===== src/rtl/controller.sv =====
// Two-way traffic-light controller with pedestrian request latching.
// Six-phase fixed cycle timed by one up-counting phase timer; lamp drives and
// pedestrian wait flags are registered.
// Optional build macro: PED_EARLY_EXIT_EN -- when defined, a pending request
// for the cross direction shortens the current green to MIN_GREEN_S.
//
// state        | meaning
// -------------+-----------------------------------------------
// S_NS_GREEN   | NS green, EW red (reset state)
// S_NS_YELLOW  | NS yellow, EW red
// S_ALLRED_1   | both red, clearance before EW green
// S_EW_GREEN   | EW green, NS red
// S_EW_YELLOW  | EW yellow, NS red
// S_ALLRED_2   | both red, clearance before NS green
module controller #(
    parameter int CLK_FREQ    = 5,
    parameter int GREEN_S     = 10,
    parameter int YELLOW_S    = 3,
    parameter int ALLRED_S    = 1,
    parameter int MIN_GREEN_S = 4
) (
    input  logic clk,
    input  logic rst,
    input  logic ped_NS,
    input  logic ped_EW,
    output logic NS_red,
    output logic NS_yellow,
    output logic NS_green,
    output logic EW_red,
    output logic EW_yellow,
    output logic EW_green,
    output logic ped_wait_NS,
    output logic ped_wait_EW
);

    localparam int G_CYC   = GREEN_S * CLK_FREQ;
    localparam int Y_CYC   = YELLOW_S * CLK_FREQ;
    localparam int A_CYC   = ALLRED_S * CLK_FREQ;
    localparam int M_CYC   = MIN_GREEN_S * CLK_FREQ;
    // Size for the longest phase so non-default parameter sets cannot wrap.
    localparam int GY_MAX  = (G_CYC > Y_CYC) ? G_CYC : Y_CYC;
    localparam int MAX_CYC = (GY_MAX > A_CYC) ? GY_MAX : A_CYC;
    localparam int TW      = (MAX_CYC > 1) ? $clog2(MAX_CYC) : 1;

    localparam logic [TW-1:0] G_LAST = TW'(G_CYC - 1);
    localparam logic [TW-1:0] Y_LAST = TW'(Y_CYC - 1);
    localparam logic [TW-1:0] A_LAST = TW'(A_CYC - 1);
    localparam logic [TW-1:0] M_LAST = TW'(M_CYC - 1);

`ifdef PED_EARLY_EXIT_EN
    localparam bit EARLY_EN = 1'b1;
`else
    localparam bit EARLY_EN = 1'b0;
`endif

    typedef enum logic [2:0] {
        S_NS_GREEN  = 3'd0,
        S_NS_YELLOW = 3'd1,
        S_ALLRED_1  = 3'd2,
        S_EW_GREEN  = 3'd3,
        S_EW_YELLOW = 3'd4,
        S_ALLRED_2  = 3'd5
    } state_t;

    state_t        state;
    state_t        state_nxt;
    logic [TW-1:0] timer;
    logic          ns_green_done;
    logic          ew_green_done;
    logic          enter_ns_green;
    logic          enter_ew_green;

    // Lamp pattern {NS r,y,g, EW r,y,g} for a given state.
    function automatic logic [5:0] lamps_of(input state_t s);
        logic [5:0] l;
        l = 6'b001_100;
        case (s)
            S_NS_GREEN:  l = 6'b001_100;
            S_NS_YELLOW: l = 6'b010_100;
            S_ALLRED_1:  l = 6'b100_100;
            S_EW_GREEN:  l = 6'b100_001;
            S_EW_YELLOW: l = 6'b100_010;
            S_ALLRED_2:  l = 6'b100_100;
            default:     l = 6'b001_100;
        endcase
        return l;
    endfunction

    // Green end: full duration, or early once the minimum has elapsed and the
    // cross direction is waiting (a late request ends the phase on the next edge).
    always_comb begin
        ns_green_done = (timer == G_LAST) ||
                        (EARLY_EN && ped_wait_EW && (timer >= M_LAST));
        ew_green_done = (timer == G_LAST) ||
                        (EARLY_EN && ped_wait_NS && (timer >= M_LAST));
    end

    // Next-state selection for the six-phase cycle.
    always_comb begin
        state_nxt = state;
        case (state)
            S_NS_GREEN:  if (ns_green_done)   state_nxt = S_NS_YELLOW;
            S_NS_YELLOW: if (timer == Y_LAST) state_nxt = S_ALLRED_1;
            S_ALLRED_1:  if (timer == A_LAST) state_nxt = S_EW_GREEN;
            S_EW_GREEN:  if (ew_green_done)   state_nxt = S_EW_YELLOW;
            S_EW_YELLOW: if (timer == Y_LAST) state_nxt = S_ALLRED_2;
            S_ALLRED_2:  if (timer == A_LAST) state_nxt = S_NS_GREEN;
            default:                          state_nxt = S_NS_GREEN;
        endcase
    end

    // Entering a green serves that direction's request, even one arriving now.
    always_comb begin
        enter_ns_green = (state_nxt == S_NS_GREEN) && (state != S_NS_GREEN);
        enter_ew_green = (state_nxt == S_EW_GREEN) && (state != S_EW_GREEN);
    end

    // State, phase timer, registered lamps and pedestrian wait flags.
    always_ff @(posedge clk or posedge rst) begin
        if (rst) begin
            state       <= S_NS_GREEN;
            timer       <= '0;
            ped_wait_NS <= 1'b0;
            ped_wait_EW <= 1'b0;
            {NS_red, NS_yellow, NS_green, EW_red, EW_yellow, EW_green} <= lamps_of(S_NS_GREEN);
        end else begin
            state <= state_nxt;
            timer <= (state_nxt != state) ? '0 : timer + TW'(1);
            {NS_red, NS_yellow, NS_green, EW_red, EW_yellow, EW_green} <= lamps_of(state_nxt);

            if (enter_ns_green)
                ped_wait_NS <= 1'b0;
            else if (ped_NS && (state != S_NS_GREEN))
                ped_wait_NS <= 1'b1;

            if (enter_ew_green)
                ped_wait_EW <= 1'b0;
            else if (ped_EW && (state != S_EW_GREEN))
                ped_wait_EW <= 1'b1;
        end
    end

endmodule


===== config.mk =====
export PLATFORM = sky130hd
export DESIGN_NAME = controller
export DESIGN_NICKNAME = d
export VERILOG_FILES = /design/src/rtl/controller.sv
export SDC_FILE = /design/constraint.sdc
export NUM_CORES = 1
export LEC_CHECK = 0
export BUFFER_PORTS_ARGS = -buffer_cell sky130_fd_sc_hd__buf_2
export CAP_MARGIN = 5
export CORE_MARGIN = 5
export CORE_UTILIZATION = 51
export CTS_CLUSTER_SIZE = 8
export DETAILED_ROUTE_END_ITERATION = 16
export HOLD_SLACK_MARGIN = 0.1
export PLACE_DENSITY = 0.72
export SETUP_SLACK_MARGIN = 0.15
export SYNTH_ARGS = -nofsm -noshare
export SYNTH_HDL_FRONTEND = slang
export SYNTH_SLANG_ARGS = --single-unit

===== constraint.sdc =====
create_clock -name clk -period 5.3 [get_ports clk]
set_clock_uncertainty 0.15 [all_clocks]
set_input_delay 0.53 -clock clk [delete_from_list [all_inputs] [get_ports clk]]
set_output_delay 0.53 -clock clk [all_outputs]
set_load 0.03 [all_outputs]

==> flow_metrics.py, run 1 <==
metrics = {
    "status": {
        "outcome": "completed",
    },
    "critical_path": {
        "critPathLaunch": "timer[5]",
        "r2r-start": "timer[5]",
        "critPathMaxStageDelay_ns": 0.46,
        "worst_path_max_delay_cell": "dfrtp_1",
        "crit_path_cell_trace": "nor3b_2, o21ai_1, and2_1, or3_1",
        "crit_path_end": "state[0]",
        "rrSetupSlack_ns": 3.38,
        "worstSetupPathDepth": 4,
        "worstPathBufferInverterCount": 0,
        "worstPathRequired_ns": 5.32,
        "regToRegEndpoint": "state[0]",
        "r2r.worst_path.cells": 4,
        "timing.critical_path.max_delay_family": "simple AND/OR/NAND/NOR gates",
        "largest_fanout_on_the_critical_path": 7,
        "setup.worst_path.start_class": "flip-flop",
        "critical_path_arrival_ns": 1.95,
        "path_class": "flip-flop to flip-flop",
        "critPathCaptureType": "flip-flop",
    },
    "sta": {
        "worst_max_slew_pin_slew_ns": 0.6155,
        "slew-limit-headroom_pct": 58.92,
        "fin_ws_ns": 3.379,
        "setup_tns_ns": 0,
        "hold_viol_final": 0,
        "final_number_of_max_transition_violations": 0,
        "final_period_minus_worst_setup_slack_ns": 1.921,
        "max_freq_mhz": 520.5,
        "rsz_0062_raised_after_global_routing": "false",
        "setup_viol_count_final": 0,
        "final.period_utilization_pct": 36.25,
    },
    "synthesis": {
        "synth_xor_xnor_area_share_pct": 3.799,
        "synthMuxAreaShare_pct": 1.221,
        "top_area_cells_in_the_synthesized_netlist": "dfrtp_1, dfstp_2, ha_1",
        "synthesis.yosys.warnings": 0,
        "netlist-cell-type-count": 40,
        "synth-adder-area-share_pct": 5.427,
        "synth_enable_flop_cells": 0,
        "ys_seq_area_share_pct": 46.40,
        "synthMostInstantiatedCell": "dfrtp_1",
        "syn_area_per_cell_um2": 10.72,
        "netlist.top_cell.by_area": "dfrtp_1",
        "post_synth_net_total": 94,
        "area_of_the_mapped_netlist_um2": 922.1,
        "netlist_top_cells_count": "dfrtp_1, a21oi_1, inv_1",
        "post_synth_and_or_nand_nor_area_fraction_pct": 20.90,
        "compound_gate_fraction_of_synth_area_pct": 16.55,
        "synth_top_family_by_area": "simple AND/OR/NAND/NOR gates",
        "synth_top_flop_cell": "dfrtp_1",
        "async_flop_share_pct": 100.0,
        "syn_inst_count": 86,
        "netlist.area_leader.share_pct": 40.71,
        "synth-seq-cells": 17,
    },
    "detailed_routing": {
        "totalWireLength_um": 1637,
        "via_per_inst": 5.475,
        "wire_per_inst_um": 13.42,
        "detailedRoute.firstPassIterationCount": 4,
        "detailedRoute.firstIterationViolations": 24,
        "num_vias": 668,
        "remaining_drc_errors": 0,
        "ant_nets": 0,
    },
    "clock_network": {
        "clock_h_tree_levels": 1,
        "cts.root.buffer_cell": "clkbuf_4",
        "clock_path_buffers": 2,
        "path_clk_slew_ns": 0.10,
        "cts.repair_timing.setup_buffer_count": 0,
        "postCtsHoldBufs": 0,
        "numCtsBuffers": 3,
        "tritoncts_num_sinks": 17,
        "tritoncts": "done",
        "post_cts_resized": 0,
        "clkLatencyLatePin_ns": 0.29,
    },
    "placed_design": {
        "dpl-instance-area_um2": 982.2,
        "port-buffer-count": 11,
        "placed_cells": 118,
        "preCtsSetupSlack_ns": 3.389,
        "routabilityCongestion": 0.7945,
        "place_hpwl_um": 1250,
    },
    "grt": {
        "global_route_wire_length_before_repair_um": 2884,
        "maximum_number_of_pins_on_one_net_before_global_route_repair": 18,
        "number_of_global_route_vias_before_repair": 598,
        "grt-ovfl-total": 0,
        "grt_antenna_before_repair": 0,
        "groute.usage.overall_pct": 14.50,
    },
    "power": {
        "share_comb_of_total_power_pct": 1.7,
        "net-switching-power_uw": 41.85,
        "power.share.switching_pct": 20.88,
        "power.clock.fraction_pct": 33.6,
        "post-layout-total-power_uw": 200.4,
        "seq_power_share_pct": 64.7,
        "power.density_cell_area_mw_per_mm2": 198.5,
        "power.internal_uw": 158.6,
        "irDropWorstVdd_mv": 0.1600,
        "power.leakage_nw": 0.4845,
    },
    "finish": {
        "stdcell_area_mm2": 0.001010,
        "synthToLayoutAreaGrowth_pct": 9.498,
        "seq_area_um2": 427.9,
        "fin_nets": 106,
        "nFillCells": 153,
        "finalNonFillerCells": 122,
        "final_layout_size_suffix_gt1_share_pct": 27.84,
        "area_of_the_multi_input_gates_um2": 441.7,
        "antennaDiodeCount": 0,
    },
    "floorplanning": {
        "ioPinCount": 12,
        "fp.dieW_um": 52.52,
        "die_h_um": 52.52,
        "floorplan.core_area_mm2": 0.001727,
        "floorplan.initialDensity_pct": 53.41,
        "die_area_mm2": 0.002758,
        "row_cnt": 15,
    },
    "flow_run": {
        "cap_violations": 0,
    },
    "hold_path": {
        "hold_class": "input pin to async pin",
    },
}
state kept, by name, summed over array words and instances, names as in the netlist:
| name | count |
|---|---|
| timer | 6 |
| state | 3 |
| EW_green | 1 |
| EW_red | 1 |
| EW_yellow | 1 |
| NS_green | 1 |
| NS_red | 1 |
| NS_yellow | 1 |
| ped_wait_EW | 1 |
| ped_wait_NS | 1 |
metal layers:
layer	global-route usage, %	vias up	share of wire, %
met5	0	-	0
met4	6.383	0	1.6
met3	3.419	5	5.7
met2	19.42	18	46
met1	21.72	318	47
li1	-	327	-
cell families (layout without fill, tap and decap cells):
kind of cell,count (synthesis),after routing
AOI/OAI and AO/OA,21,21
xor gates and xnor gates,4,4
adders and majority gates,4,4
buffers and inverters,11,22
DFF,17,17
muxes,1,1
and+or+nand+nor,28,28
power groups by stage:
stage / registers, mW / clock network (mW) / logic, mW
final: 0.130 / 0.0673 / 0.00343
after global routing: 0.130 / 0.0780 / 0.00432
after CTS: 0.130 / 0.0703 / 0.00371
after detailed placement: 0.132 / 0 / 0.00369
after global placement: 0.132 / 0 / 0.00358
after floorplan: 0.132 / 0 / 0.00196
layout by cell type (no fill, tap or decap), types with 2 or more instances in the layout:
cell type	count
dfrtp_1	15
buf_2	11
a21oi_1	9
inv_1	6
nand2_1	4
nor2_1	4
ha_1	4
xnor2_1	3
clkbuf_4	3
dfstp_2	2
nor4_2	2
and3b_1	2
a21boi_1	2
or3_1	2
and3_1	2
nand3_1	2
per-stage QoR:
stage          utilization, %  hold slack [ns]
5_1_grt                 58.48           0.1976
4_1_cts                 58.48           0.1687
3_5_place_dp            56.88           0.3661
2_1_floorplan               -           0.3046
6_report                58.48           0.1467
3_3_place_gp            56.88           0.3551
worst min-delay path by stage:
stage	to	slack, ns	cells after the start
5_1_grt	timer[1]	0.20	2
3_3_place_gp	ped_wait_EW	0.36	2
3_5_place_dp	ped_wait_EW	0.37	2
4_1_cts	timer[1]	0.17	2
2_1_floorplan	EW_green	0.30	1
6_report	timer[1]	0.15	2
final cells by class:
cell class / instances / area share, %
sequential: 17 / 42.38
tap: 25 / 3.098
clock inverter: 1 / 0.4957
inverter: 7 / 2.602
clock buffer: 3 / 2.230
multi-input combinational: 58 / 43.74
timing repair buffer: 11 / 5.452
Note: power is estimated with default switching activity, not from simulation.
==> inputs of run 2 (changes only) <==
- ABC_AREA: not set -> 1
- CORE_UTILIZATION: 51 -> 50
- PLACE_DENSITY: 0.72 -> 0.73
- clock period: 5.3 -> 1.59 ns (I/O delays scaled with it)
==> run 2 against run 1 <==
  * The run now ends with negative setup slack left
  * Worst hold slack gained 0.16 ns
  * Non-clock buffer count rose by 22
  * Area after synthesis increased by 4.9%
  * Clock-buffer cell count unchanged
  * First-iteration DRC count down 42%
  * Sequential cell count stayed put
  * Global-route usage grew 0.93 points
  * Setup slack got worse by 3.5 ns
  * Critical path depth grew 7
  * Final cell count is 37% higher
  * Fmax up 9.2%
  * Critical endpoint is now timer[0]
  * Largest cell class unchanged
==> flow_metrics.py, run 2 <==
metrics = {
    "placed_design": {
        "place_hpwl_um": 1449,
        "routabilityCongestion": 0.8152,
        "preCtsSetupSlack_ns": -0.1689,
        "placed_cells": 156,
        "port-buffer-count": 11,
    },
    "flow_run": {
        "cap_violations": 0,
    },
    "grt": {
        "grt-ovfl-total": 0,
        "maximum_number_of_pins_on_one_net_before_global_route_repair": 18,
        "number_of_global_route_vias_before_repair": 791,
        "grt_antenna_before_repair": 0,
        "groute.usage.overall_pct": 15.43,
        "global_route_wire_length_before_repair_um": 3256,
    },
    "critical_path": {
        "r2r.worst_path.cells": 11,
        "worstPathRequired_ns": 1.64,
        "setup.worst_path.start_class": "flip-flop",
        "largest_fanout_on_the_critical_path": 6,
        "cp_common_cell": "nand2_4",
        "path_class": "flip-flop to flip-flop",
        "critPathMaxStageDelay_ns": 0.47,
        "crit_path_cell_trace": "inv_4, ha_4, nand3_1, nor2_2, nand2_2, nand2_4, nor2_8, nand2_4, nand2_4, nand3_4, nor2_2",
        "critPathCaptureType": "flip-flop",
        "worst_path_max_delay_cell": "dfrtp_2",
        "critical_path_arrival_ns": 1.81,
    },
    "finish": {
        "fin_nets": 149,
        "antennaDiodeCount": 0,
        "layout_commonest_cell": "buf_4",
        "area_of_the_multi_input_gates_um2": 556.8,
        "layout_common_cells": "buf_4, dfrtp_1, nor2_2",
        "seq_area_um2": 429.2,
        "number_of_flip_flops_under_the_largest_register_name": 6,
        "final_layout_size_suffix_gt1_share_pct": 64.29,
        "finalNonFillerCells": 167,
        "regMostFlops": "timer",
        "synthToLayoutAreaGrowth_pct": 40.62,
        "top_regs": "timer (6), state (3)",
        "nFillCells": 130,
    },
    "floorplanning": {
        "floorplan.core_area_mm2": 0.001902,
        "die_h_um": 53.98,
        "die_area_mm2": 0.002914,
        "ioPinCount": 12,
        "floorplan.initialDensity_pct": 50.86,
        "fp.dieW_um": 53.98,
        "row_cnt": 16,
    },
    "synthesis": {
        "synthesis.yosys.warnings": 0,
        "synth_enable_flop_cells": 0,
        "netlist.top_cell.by_area": "dfrtp_1",
        "synthMostInstantiatedCell": "dfrtp_1",
        "netlist-cell-type-count": 26,
        "netlist_top_cells_count": "dfrtp_1, inv_1, nor2_2",
        "async_flop_share_pct": 100.0,
        "ys_seq_area_share_pct": 44.24,
        "area_of_the_mapped_netlist_um2": 967.2,
        "post_synth_net_total": 112,
        "syn_area_per_cell_um2": 9.300,
        "synth_top_flop_cell": "dfrtp_1",
        "syn_inst_count": 104,
        "top_area_cells_in_the_synthesized_netlist": "dfrtp_1, nor2_2, dfstp_2",
        "synth-seq-cells": 17,
        "netlist.area_leader.share_pct": 38.81,
    },
    "power": {
        "post-layout-total-power_uw": 690.0,
        "irDropWorstVdd_mv": 0.3004,
        "power.density_cell_area_mw_per_mm2": 507.3,
        "power.leakage_nw": 0.7071,
    },
    "detailed_routing": {
        "totalWireLength_um": 2067,
        "detailedRoute.firstPassIterationCount": 4,
        "num_vias": 793,
        "wire_per_inst_um": 12.38,
        "remaining_drc_errors": 0,
        "detailedRoute.firstIterationViolations": 14,
        "via_per_inst": 4.749,
        "ant_nets": 0,
    },
    "clock_network": {
        "tritoncts": "done",
        "clock_h_tree_levels": 1,
        "cts.root.buffer_cell": "clkbuf_4",
        "clock_path_buffers": 2,
        "clkLatencyLatePin_ns": 0.30,
        "numCtsBuffers": 3,
        "path_clk_slew_ns": 0.10,
        "tritoncts_num_sinks": 17,
    },
    "sta": {
        "max_freq_mhz": 568.2,
        "final_number_of_max_transition_violations": 0,
        "final_period_minus_worst_setup_slack_ns": 1.760,
        "setup_viol_count_final": 12,
        "fin_ws_ns": -0.1699,
        "hold_viol_final": 0,
        "slew-limit-headroom_pct": 59.34,
        "rsz_0062_raised_after_global_routing": "true",
        "final.period_utilization_pct": 110.7,
        "setup_tns_ns": -1.448,
        "worst_max_slew_pin_slew_ns": 0.6092,
        "holdWs_ns": 0.3113,
    },
    "status": {
        "outcome": "finished, violations left",
        "failed_checks": "negative setup slack",
    },
    "hold_path": {
        "hold_class": "input pin to async pin",
    },
}
run 2: worst paths after layout:
check | slack, ns | start | end
setup / recovery | -0.17 | timer[0] | timer[0]
hold / removal | 0.31 | rst | ped_wait_NS
setup reg to reg | -0.17 | timer[0] | timer[0]
hold reg to reg | 0.37 | ped_wait_NS | ped_wait_NS
max in group asynchronous | 0.55 | rst | timer[0]
min in group clk | 0.37 | ped_wait_NS | ped_wait_NS
run 2: worst max-delay path: cells and delay by family, from the launching register on:
kind / cells / cell delay [ns]
AND/OR/NAND/NOR: 9 / 0.78
flip-flops: 1 / 0.47
adder cells (fa/ha/maj): 1 / 0.14
buffers and inverters: 1 / 0.10
run 2: metrics by stage:
stage	cell area, µm²	util [%]
CTS	1251	65.79
detailed placement	1166	61.32
global route	1360	71.51
floorplan	969.7	-
finish	1360	71.51
global placement	1166	61.32
run 2: repair_timing:
item | CTS | global route
buffers inserted | 2 | 2
cloned | 0 | 0
endpoints found under the hold margin | 17 | 0
pin swaps | 2 | 11
gates resized for setup | 5 | 25
endpoints found under the setup margin | 15 | 17
hold buffers | 3 | 0
run 2: report_power, final:
group	leakage (nW)	internal (mW)	switching, mW
logic	0.477	0.00764	0.00962
clock network	0.0177	0.0939	0.146
registers	0.212	0.432	0.0000000000000000556
total	0.707	0.534	0.156
run 2: layout make-up:
cell class | instances | share of cell area [%]
sequential | 17 | 31.55
multi-input combinational | 66 | 40.94
clock buffer | 3 | 1.656
inverter | 20 | 5.704
timing repair buffer | 33 | 17.30
clock inverter | 1 | 0.3680
tap | 27 | 2.484
run 2: cell families (layout without fill, tap and decap cells):
kind of cell	Yosys count	after routing	share of synthesized area, %
AND/OR/NAND/NOR	51	51	33.89
XOR/XNOR	4	4	3.623
adder cells (fa/ha/maj)	4	4	5.175
AO/OA/AOI/OAI	7	7	4.786
flip-flops	17	17	44.24
buffers and inverters	21	57	8.280
run 2: metal layers:
layer	wire [µm]	up-vias	global-route usage [%]
met5	0	-	0
met4	68	0	4.564
met3	94	9	4.155
met2	1104	25	28.63
met1	800	368	16.95
li1	-	391	-
==> inputs of run 3 (changes only) <==
- CELL_PAD_IN_SITES_DETAIL_PLACEMENT: not set -> 1
- CELL_PAD_IN_SITES_GLOBAL_PLACEMENT: not set -> 1
- CORE_UTILIZATION: 50 -> 38
- PLACE_DENSITY: 0.73 -> 0.79
==> run 3 against run 2 <==
  * The flow still finishes with violations (negative setup slack)
  * Global-route usage fell by 0.64 points
  * Critical path depth increased by 1
  * Sequential cell count unchanged
  * Total power up 1.5%
  * First-iteration DRC count down 79%
  * Worst hold slack worse by 0.073 ns
  * Non-clock buffer count grew 3
  * Die area increased by 25%
  * Sequential power hardly changed
  * Largest power group unchanged
==> flow_metrics.py, run 3 (same netlist as run 2, synthesis figures left out) <==
metrics = {
    "status": {
        "outcome": "finished, violations left",
        "failed_checks": "negative setup slack",
    },
    "sta": {
        "final_period_minus_worst_setup_slack_ns": 1.799,
        "max_freq_mhz": 555.9,
        "fin_ws_ns": -0.2089,
        "final_number_of_max_transition_violations": 0,
        "setup_viol_count_final": 13,
        "final.period_utilization_pct": 113.1,
        "hold_viol_final": 0,
        "holdWs_ns": 0.2386,
        "worst_max_slew_pin_slew_ns": 0.2867,
        "slew-limit-headroom_pct": 80.74,
        "rsz_0062_raised_after_global_routing": "true",
    },
    "detailed_routing": {
        "wire_per_inst_um": 15.60,
        "remaining_drc_errors": 0,
        "detailedRoute.firstIterationViolations": 3,
        "via_per_inst": 4.746,
        "totalWireLength_um": 2698,
        "num_vias": 821,
        "ant_nets": 0,
        "detailedRoute.firstPassIterationCount": 4,
    },
    "finish": {
        "regMostFlops": "timer",
        "stdcell_area_mm2": 0.001358,
        "nFillCells": 297,
        "layout_common_cells": "buf_4, dfrtp_1, nor2_2, buf_2, inv_1",
        "number_of_flip_flops_under_the_largest_register_name": 6,
        "final_layout_size_suffix_gt1_share_pct": 62.94,
        "finalNonFillerCells": 173,
        "fin_nets": 152,
        "antennaDiodeCount": 0,
        "layout_commonest_cell": "buf_4",
        "top_regs": "timer (6), state (3)",
        "synthToLayoutAreaGrowth_pct": 40.36,
    },
    "clock_network": {
        "clock_h_tree_levels": 1,
        "path_clk_slew_ns": 0.11,
        "tritoncts": "done",
        "cts.root.buffer_cell": "clkbuf_4",
        "numCtsBuffers": 3,
        "clock_path_buffers": 2,
        "clkLatencyLatePin_ns": 0.31,
        "tritoncts_num_sinks": 17,
    },
    "grt": {
        "maximum_number_of_pins_on_one_net_before_global_route_repair": 18,
        "global_route_wire_length_before_repair_um": 3967,
        "grt-ovfl-total": 0,
        "number_of_global_route_vias_before_repair": 917,
        "groute.usage.overall_pct": 14.79,
        "grt_antenna_before_repair": 0,
    },
    "critical_path": {
        "crit_path_cell_trace": "inv_2, ha_4, nand2_1, inv_1, nand3_2, nand2_2, nand2_2, nor2_8, nand2_4, nand2_4, nand3_4, nor2_2",
        "regToRegEndpoint": "timer[2]",
        "path_class": "flip-flop to flip-flop",
        "rrSetupSlack_ns": -0.21,
        "r2r-start": "timer[0]",
        "worstPathRequired_ns": 1.68,
        "setup.worst_path.start_class": "flip-flop",
        "critical_path_arrival_ns": 1.89,
        "critPathCaptureType": "flip-flop",
        "largest_fanout_on_the_critical_path": 6,
        "worst_path_max_delay_cell": "dfrtp_2",
        "critPathMaxStageDelay_ns": 0.46,
        "r2r.worst_path.cells": 12,
    },
    "power": {
        "power.leakage_nw": 0.7230,
        "irDropWorstVdd_mv": 0.4196,
        "post-layout-total-power_uw": 700.2,
        "power.density_cell_area_mw_per_mm2": 515.8,
    },
    "placed_design": {
        "port-buffer-count": 11,
        "dpl-instance-area_mm2": 0.001162,
        "routabilityCongestion": 0.7732,
        "place_hpwl_um": 1821,
        "placed_cells": 158,
        "preCtsSetupSlack_ns": -0.1961,
    },
    "floorplanning": {
        "ioPinCount": 12,
        "die_area_mm2": 0.003654,
        "fp.dieW_um": 60.45,
        "floorplan.initialDensity_pct": 39.40,
        "row_cnt": 18,
        "floorplan.core_area_mm2": 0.002455,
        "die_h_um": 60.45,
    },
    "flow_run": {
        "cap_violations": 0,
    },
    "hold_path": {
        "hold_class": "input pin to async pin",
    },
}
==> run 3: cell types whose count changed in the layout (fill, tap and decap cells not counted), sizes merged <==
| cell | previous run | this run |
|---|---|---|
| buf | 30 | 33 |
==> run 3: worst max-delay path: cells and delay by family, from the launching register on <==
kind	cells	cell delay (ns)
buffers and inverters	2	0.18
AND/OR/NAND/NOR	9	0.82
adder cells (fa/ha/maj)	1	0.13
flip-flops	1	0.46
==> run 3: stage by stage <==
| step | util, % | TNS (ns) |
|---|---|---|
| after global placement | 47.35 | -1.271 |
| after detailed placement | 47.35 | -1.643 |
| after floorplan | - | -0.05197 |
| after global routing | 55.30 | -2.888 |
| after CTS | 52.14 | -1.399 |
| final | 55.30 | -1.828 |
==> run 3: timing repair <==
action	4_1_cts	5_1_grt
hold buffers	3	0
hold endpoints to repair	19	0
buffers inserted	4	4
setup endpoints to repair	15	16
pin swaps	7	17
resized for setup	9	14
==> run 3: worst max path at each step <==
stage | startpoint | to | slack, ns | cells past startpoint
after CTS | timer[1] | timer[0] | -0.19 | 12
after floorplan | timer[1] | timer[0] | -0.009 | 12
after detailed placement | timer[1] | timer[0] | -0.20 | 12
after global routing | timer[0] | timer[0] | -0.30 | 12
after global placement | timer[1] | timer[0] | -0.16 | 12
final | timer[0] | timer[2] | -0.21 | 12
==> run 3: area by class of cell <==
type	instances	area [µm²]	area share (%)
Inverter	20	77.57	5.714
Multi-Input combinational cell	66	535.5	39.45
Tap cell	30	37.54	2.765
Sequential cell	17	429.2	31.61
Timing Repair Buffer	36	250.2	18.43
Clock buffer	3	22.52	1.659
Clock inverter	1	5.005	0.3687
==> run 3: layer usage <==
| metal | vias to the layer above | track usage (%) | wire length [µm] |
|---|---|---|---|
| met5 | - | 0 | 0 |
| li1 | 397 | - | - |
| met1 | 408 | 15.51 | 1013 |
| met2 | 11 | 28.55 | 1574 |
| met4 | 0 | 6.502 | 38 |
| met3 | 5 | 2.553 | 71 |
==> run 3: where the power goes <==
| part | switching, mW | total (mW) | leakage, nW | internal, mW |
|---|---|---|---|---|
| logic | 0.0104 | 0.0198 | 0.493 | 0.00934 |
| registers | 0.0000000000000000841 | 0.432 | 0.212 | 0.432 |
| clock network | 0.154 | 0.248 | 0.0177 | 0.0940 |
